File: config.mk
export PLATFORM = sky130hd
export DESIGN_NAME = bp_tlb_ptw_arbiter
export DESIGN_NICKNAME = d
export VERILOG_FILES = /design/src/rtl/bp_tlb_ptw_arbiter.sv
export SDC_FILE = /design/constraint.sdc
export NUM_CORES = 1
export LEC_CHECK = 0
export BUFFER_PORTS_ARGS = -buffer_cell sky130_fd_sc_hd__buf_2
export CORE_MARGIN = 3
export CORE_UTILIZATION = 30
export DETAILED_ROUTE_END_ITERATION = 10
export HOLD_SLACK_MARGIN = 0.05
export SLEW_MARGIN = 25
export SYNTH_ARGS = -nofsm -noshare
export SYNTH_HDL_FRONTEND = slang
export SYNTH_SLANG_ARGS = --single-unit
File: constraint.sdc
create_clock -name clk_i -period 3 [get_ports clk_i]
set_clock_uncertainty 0.1 [all_clocks]
set_input_delay 0.9 -clock clk_i [delete_from_list [all_inputs] [get_ports clk_i]]
set_output_delay 0.9 -clock clk_i [all_outputs]
set_load 0.01 [all_outputs]
File: src/rtl/bp_tlb_ptw_arbiter.sv
// Arbitrates ITLB/DTLB misses onto a single page-table walker, one walk in flight.
// Define BP_TLB_PTW_ARB_PERF_EN to add saturating grant/abort counters.
module bp_tlb_ptw_arbiter #(
  parameter int vtag_width_p  = 27,
  parameter int entry_width_p = 40
) (
  input  logic                     clk_i,
  input  logic                     reset_n_i,
  input  logic                     itlb_miss_v_i,
  input  logic [vtag_width_p-1:0]  itlb_miss_vtag_i,
  output logic                     itlb_miss_ready_o,
  input  logic                     dtlb_miss_v_i,
  input  logic [vtag_width_p-1:0]  dtlb_miss_vtag_i,
  output logic                     dtlb_miss_ready_o,
  output logic                     ptw_req_v_o,
  output logic [vtag_width_p-1:0]  ptw_req_vtag_o,
  input  logic                     ptw_req_ready_i,
  input  logic                     ptw_resp_v_i,
  input  logic                     ptw_resp_fault_i,
  input  logic [entry_width_p-1:0] ptw_resp_entry_i,
  output logic                     itlb_fill_v_o,
  output logic                     dtlb_fill_v_o,
  output logic [vtag_width_p-1:0]  fill_vtag_o,
  output logic [entry_width_p-1:0] fill_entry_o,
  output logic                     fault_v_o,
  output logic                     fault_src_o,
  input  logic                     flush_i,
  output logic                     busy_o
`ifdef BP_TLB_PTW_ARB_PERF_EN
  ,
  output logic [31:0]              itlb_grants_o,
  output logic [31:0]              dtlb_grants_o,
  output logic [31:0]              flush_aborts_o
`endif
);

  typedef enum logic [2:0] {S_IDLE, S_REQ, S_WAIT, S_FILL, S_DRAIN} state_e;

  state_e                   state_r, state_n;
  logic                     last_grant_r;  // 0 = ITLB, 1 = DTLB
  logic                     owner_r;
  logic                     fault_r;
  logic [vtag_width_p-1:0]  vtag_r;
  logic [vtag_width_p-1:0]  fill_vtag_r;
  logic [entry_width_p-1:0] fill_entry_r;

  logic grant_itlb, grant_dtlb;
  logic req_v, itlb_fill_v, dtlb_fill_v, fault_v;

  // NOTE: every always_comb output gets a default first so no path infers a latch.
  always_comb begin
    state_n     = state_r;
    grant_itlb  = 1'b0;
    grant_dtlb  = 1'b0;
    req_v       = 1'b0;
    itlb_fill_v = 1'b0;
    dtlb_fill_v = 1'b0;
    fault_v     = 1'b0;
    case (state_r)
      S_IDLE: begin
        // Grants are also masked while reset is held so ready reads 0 in reset.
        if (!flush_i && reset_n_i) begin
          if (itlb_miss_v_i && (!dtlb_miss_v_i || last_grant_r)) grant_itlb = 1'b1;
          else if (dtlb_miss_v_i)                                grant_dtlb = 1'b1;
        end
        if (grant_itlb || grant_dtlb) state_n = S_REQ;
      end
      S_REQ: begin
        if (flush_i) state_n = S_IDLE;
        else begin
          req_v = 1'b1;
          if (ptw_req_ready_i) state_n = S_WAIT;
        end
      end
      S_WAIT: begin
        // A response coinciding with flush is consumed here, so nothing is left to drain.
        if (flush_i)           state_n = ptw_resp_v_i ? S_IDLE : S_DRAIN;
        else if (ptw_resp_v_i) state_n = S_FILL;
      end
      S_FILL: begin
        state_n = S_IDLE;
        if (!flush_i) begin
          if (fault_r)      fault_v     = 1'b1;
          else if (owner_r) dtlb_fill_v = 1'b1;
          else              itlb_fill_v = 1'b1;
        end
      end
      S_DRAIN: if (ptw_resp_v_i) state_n = S_IDLE;
      default: state_n = S_IDLE;
    endcase
  end

  // NOTE: sequential state uses non-blocking assignments so all registers update together.
  always_ff @(posedge clk_i or negedge reset_n_i) begin
    if (!reset_n_i) begin
      state_r      <= S_IDLE;
      last_grant_r <= 1'b1;
      owner_r      <= 1'b0;
      fault_r      <= 1'b0;
      vtag_r       <= '0;
      // NOTE: payload registers are reset too because they drive outputs directly.
      fill_vtag_r  <= '0;
      fill_entry_r <= '0;
    end else begin
      state_r <= state_n;
      if (grant_itlb || grant_dtlb) begin
        vtag_r       <= grant_dtlb ? dtlb_miss_vtag_i : itlb_miss_vtag_i;
        owner_r      <= grant_dtlb;
        last_grant_r <= grant_dtlb;
      end
      if (state_r == S_WAIT && ptw_resp_v_i && !flush_i) begin
        fill_vtag_r  <= vtag_r;
        fill_entry_r <= ptw_resp_entry_i;
        fault_r      <= ptw_resp_fault_i;
      end
    end
  end

  assign itlb_miss_ready_o = grant_itlb;
  assign dtlb_miss_ready_o = grant_dtlb;
  assign ptw_req_v_o       = req_v;
  assign ptw_req_vtag_o    = vtag_r;
  assign itlb_fill_v_o     = itlb_fill_v;
  assign dtlb_fill_v_o     = dtlb_fill_v;
  assign fill_vtag_o       = fill_vtag_r;
  assign fill_entry_o      = fill_entry_r;
  assign fault_v_o         = fault_v;
  assign fault_src_o       = fault_v & owner_r;
  assign busy_o            = (state_r != S_IDLE);

`ifdef BP_TLB_PTW_ARB_PERF_EN
  logic        abort;
  logic [31:0] itlb_cnt_r, dtlb_cnt_r, abort_cnt_r;

  assign abort = flush_i && ((state_r == S_REQ) || (state_r == S_WAIT && !ptw_resp_v_i));

  always_ff @(posedge clk_i or negedge reset_n_i) begin
    if (!reset_n_i) begin
      itlb_cnt_r  <= '0;
      dtlb_cnt_r  <= '0;
      abort_cnt_r <= '0;
    end else begin
      if (grant_itlb && itlb_cnt_r  != '1) itlb_cnt_r  <= itlb_cnt_r + 32'd1;
      if (grant_dtlb && dtlb_cnt_r  != '1) dtlb_cnt_r  <= dtlb_cnt_r + 32'd1;
      if (abort      && abort_cnt_r != '1) abort_cnt_r <= abort_cnt_r + 32'd1;
    end
  end

  assign itlb_grants_o  = itlb_cnt_r;
  assign dtlb_grants_o  = dtlb_cnt_r;
  assign flush_aborts_o = abort_cnt_r;
`endif

endmodule

# After elaboration in Yosys (flattened, before gate mapping)
# Index checks and enable logic that the tools add are counted.
[classes]
reduce_logical = 12
eq_ne = 8
div_mod_pow = 0
shifts = 0
multipliers = 0
add_sub_neg = 0
mux = 31
magnitude_cmp = 0
bitwise_logic = 1
[op_table]
columns = ["cell", "n"]
rows = [
  ["27-bit two-way mux", 1],
  ["1-bit two-way mux", 22],
  ["3-bit two-way mux", 7],
  ["3-bit case mux with 4 select lines", 1],
  ["3-bit by 2-bit == test with 1-bit output, second input constant", 2],
  ["3-bit != test, second input constant", 2],
  ["1-bit logical AND", 4],
  ["2-bit != test, second input constant", 2],
  ["4-bit AND reduction", 1],
  ["3-bit by 1-bit == test with 1-bit output, second input constant", 1],
  ["3-bit == test, second input constant", 1],
  ["3-bit zero test", 1],
  ["1-bit logical OR", 3],
  ["3-bit nonzero test", 1],
  ["1-bit zero test", 2],
  ["1-bit bitwise AND", 1],
]
[word_totals]
output_inout_bits = 102
mem_bits_ro = 0
latchBits = 0
input_bits = 102
elab_cells = 59
memories = 0
reg_bits = 100
ram_bits = 0

# Longest topological paths before layout
[logic_depth]
ltp_word = 9
ltp_mapped = 6
depth_no_buf = 3

# Worst setup path before layout
# OpenSTA, ideal clock, no wires.
[synth_path]
path_type = "input-to-output"
from = "input flush_i"
to = "output dtlb_miss_ready_o"
n_path_buf = 0
cell_stages = 2
required_ns = 2.000
setup_slack_ns = 0.337
arrival_ns = 1.663
cell_sequence = "or4b_4 > nor3b_4"
[synth_via]
elab_chain_len = 5
[synth_rtl]
columns = ["element", "line", "source"]
rows = [
  ["from (decl)", "27", "input logic flush_i,"],
  ["1-bit zero test", "62", "if (!flush_i && reset_n_i) begin"],
  ["1-bit logical AND", "62", ""],
  ["1-bit two-way mux", "62", ""],
  ["1-bit two-way mux (2 in series)", "59", "case (state_r)"],
  ["to (decl)", "14", "output logic dtlb_miss_ready_o,"],
]
# Every way passes these cells. The select of a mux whose other input is x is not followed.

# Worst setup path in the final report
# Same ends and word-level chain as after synthesis.

==> impl_metrics.yaml <==
run_status:
  outcome: "finished, final reports clean"
global_routing:
  grt_antenna_before_repair: 1
  grt_pass1_wl_um: 18500
  grt_max_degree: 69
  gr-total-overflow: 0
  grt_pass1_vias: 3514
  gr-usage-all-layers_pct: 14.9
clocking:
  clk_pin_slew_worst_paths_ns: 0.07
  clock-sinks: 100
  clk_path_buf_depth: 2
  cts_tree: "built"
  clock_latency_ns: 0.34
  clock-root-buffer: "clkbuf_16"
  postCtsSetupBuffers: 0
  ctsHoldBuffers: 0
  htreeDepth: 3
  postCtsResizedCells: 0
  cts_buffers: 9
worst_setup_path:
  cpPeakStageDelay_ns: 0.54
  required_ns: 2.00
  reg2reg_from: "state_r[0]"
  crit_top_cell: "buf_2"
  crit_arrival_ns: 1.91
  cp_num_buf_inv: 2
  critical_path_class: "input pin to primary output"
  r2r_end: "fill_vtag_o[20]"
  crit_chain: "buf_2, or4b_4, nor3b_4, buf_2"
  cp_slowest_cell: "or4b_4"
  end_kind: "primary output"
  worstRegToRegCells: 4
  critical_path.max_fanout: 2
  cp_top_family: "simple AND/OR/NAND/NOR gates"
  start_kind: "input pin"
  ff2ff_setup_slack_ns: 1.15
floorplan:
  die_w_um: 124
  ioPinCount: 204
  die_y_um: 124
  core-area_um2: 13500
  die-area_um2: 15500
  initial_utilization_pct: 31.2
  fp-row-count: 42
detailed_routing:
  finalWirelength_um: 11500
  remaining_drc_errors: 0
  postRouteAntennaNets: 0
  drtIter0Drc: 128
  drt-vias-per-instance: 4.85
  routedWlPerCell_um: 17.3
  dr_total_vias: 3238
  drt_pass1_iterations: 4
finish:
  area_delta_synth_final_pct: 36.5
  n_fill_cell: 1256
  final_core_util_pct: 42.5
  final_nets: 587
  stdcell_count: 667
  drive_gt1_share_pct: 62.9
  design_area_um2: 5740
placement:
  hpwlAfterDp_um: 8220
  pre_cts_ws_ns: 0.0780
  port_buffers: 203
  gp_congestion: 0.800
  place_inst: 650
  dpl_cell_area_um2: 5440
logic_synthesis:
  synth_area_um2: 4210
  async_reset_ff_share_pct: 100
  synth_warnings: 0
  syn_nets: 383
  synthTopCellsByCount: "dfrtp_1 (99), mux2_2 (49), a32oi_1 (27), o2bb2ai_1 (27), mux2_4 (20)"
  syn_avg_cell_area_um2: 15.0
  synth_top_area_share_pct: 58.9
  ys_types: 36
  ys_seq_area_share_pct: 59.5
  yosysTopAreaCell: "dfrtp_1"
  synth_flop_cell: "dfrtp_1"
  synth_cells: 281
  synth_area_leaders: "dfrtp_1 (59%), mux2_2 (13%), mux2_4 (7.1%), a32oi_1 (5.6%), o2bb2ai_1 (5.6%)"
  synth.most_common_cell: "dfrtp_1"
  synth_seq_cells: 100
  synth_edf_count: 0
sta:
  timing.final.crit_share_pct: 97.0
  hold_viol: 0
  whs_ns: 0.400
  tns_ns: 0
  drv_slew: 0
  post-route-min-period_ns: 2.91
  setup_viol: 0
  rsz0062_at_grt: "false"
  slew_headroom_pct: 46.1
  layout_setup_ws_ns: 0.0912
  max_clock_freq_mhz: 344
  tightestPinTransition_ns: 0.809
power:
  comb_power_share_pct: 30.2
  clkPwrFrac_pct: 25.6
  swShare_pct: 30.5
  power_frac_seq_pct: 44.3
  powerDensity_nw_per_um2: 806
  p_total_mw: 4.63
  switching_power_mw: 1.41
  power.internal_mw: 3.22
  ir_worst_vdd_mv: 0.324
  leakagePower_nw: 3.03
hold_path:
  min_path_cells: 1
  hp-class: "flip-flop to flip-flop"
  worstHoldEndpoint: "fill_entry_o[31]"
  worstHoldStart: "fill_entry_o[31]"
flow_run:
  maxCapViolCount: 0
worst max path at each step:
stage | startpoint | to | slack (ns) | cells after the start
final | flush_i | dtlb_miss_ready_o | 0.09 | 4
after global routing | flush_i | itlb_fill_v_o | 0.02 | 6
after CTS | flush_i | dtlb_miss_ready_o | 0.08 | 4
after detailed placement | flush_i | dtlb_miss_ready_o | 0.08 | 4
after global placement | flush_i | dtlb_miss_ready_o | 0.09 | 4
after floorplan | flush_i | dtlb_miss_ready_o | 0.34 | 2
power groups by stage:
stage	clock network, mW	logic [mW]	registers [mW]
finish	1.18	1.40	2.05
global route	1.30	1.52	2.11
CTS	1.23	1.42	2.05
detailed placement	0	1.42	2.07
global placement	0	1.40	2.05
floorplan	0	0.558	2.24
logic make-up after synthesis:
logic type / count (synthesis) / synth area share [%]
DFF: 100 / 59.5
buffers and inverters: 24 / 3.12
and+or+nand+nor: 26 / 4.31
muxes: 69 / 20.2
AOI/OAI and AO/OA: 62 / 12.8
layout by cell type, fill, tap and decap left out, drive strengths merged, types with 3 or more instances in the layout:
cell type / count
mux2: 69
o2bb2ai: 27
clkbuf: 13
nor2: 3
buf: 216
nor3b: 3
nor2b: 3
nand2: 4
dfrtp: 99
nor3: 3
a32oi: 27
state kept, by name (all words and copies together) (netlist names):
signal,flops
fill_entry_o,40
last_grant_r,1
fill_vtag_o,27
fault_r,1
ptw_req_vtag_o,27
state_r,3
owner_r,1
area by class of cell:
| type | instances | area [um2] | share of cell area (%) |
|---|---|---|---|
| clock buffer | 13 | 260 | 4.53 |
| inverter | 1 | 3.75 | 0.0653 |
| tap | 176 | 220 | 3.83 |
| clock inverter | 3 | 43.8 | 0.762 |
| antenna | 1 | 2.50 | 0.0436 |
| sequential | 100 | 2500 | 43.6 |
| timing repair buffer | 216 | 1130 | 19.6 |
| multi-input combinational | 157 | 1580 | 27.5 |
worst register-to-register path, cell delays in order, from the launching register on:
cell and delay (ns):
dfrtp_1 0.61, nor2b_2 0.12, nand3_4 0.11, buf_12 0.36, mux2_2 0.43
routing by layer:
layer | part of all wire, % | track usage (%) | up-vias
met5 | 0 | 0 | -
met4 | 2.0 | 5.93 | 0
met3 | 8.9 | 5.53 | 15
met2 | 46 | 23.1 | 141
met1 | 44 | 18.8 | 1598
li1 | - | - | 1484
Power figures use the tool's default switching activity.
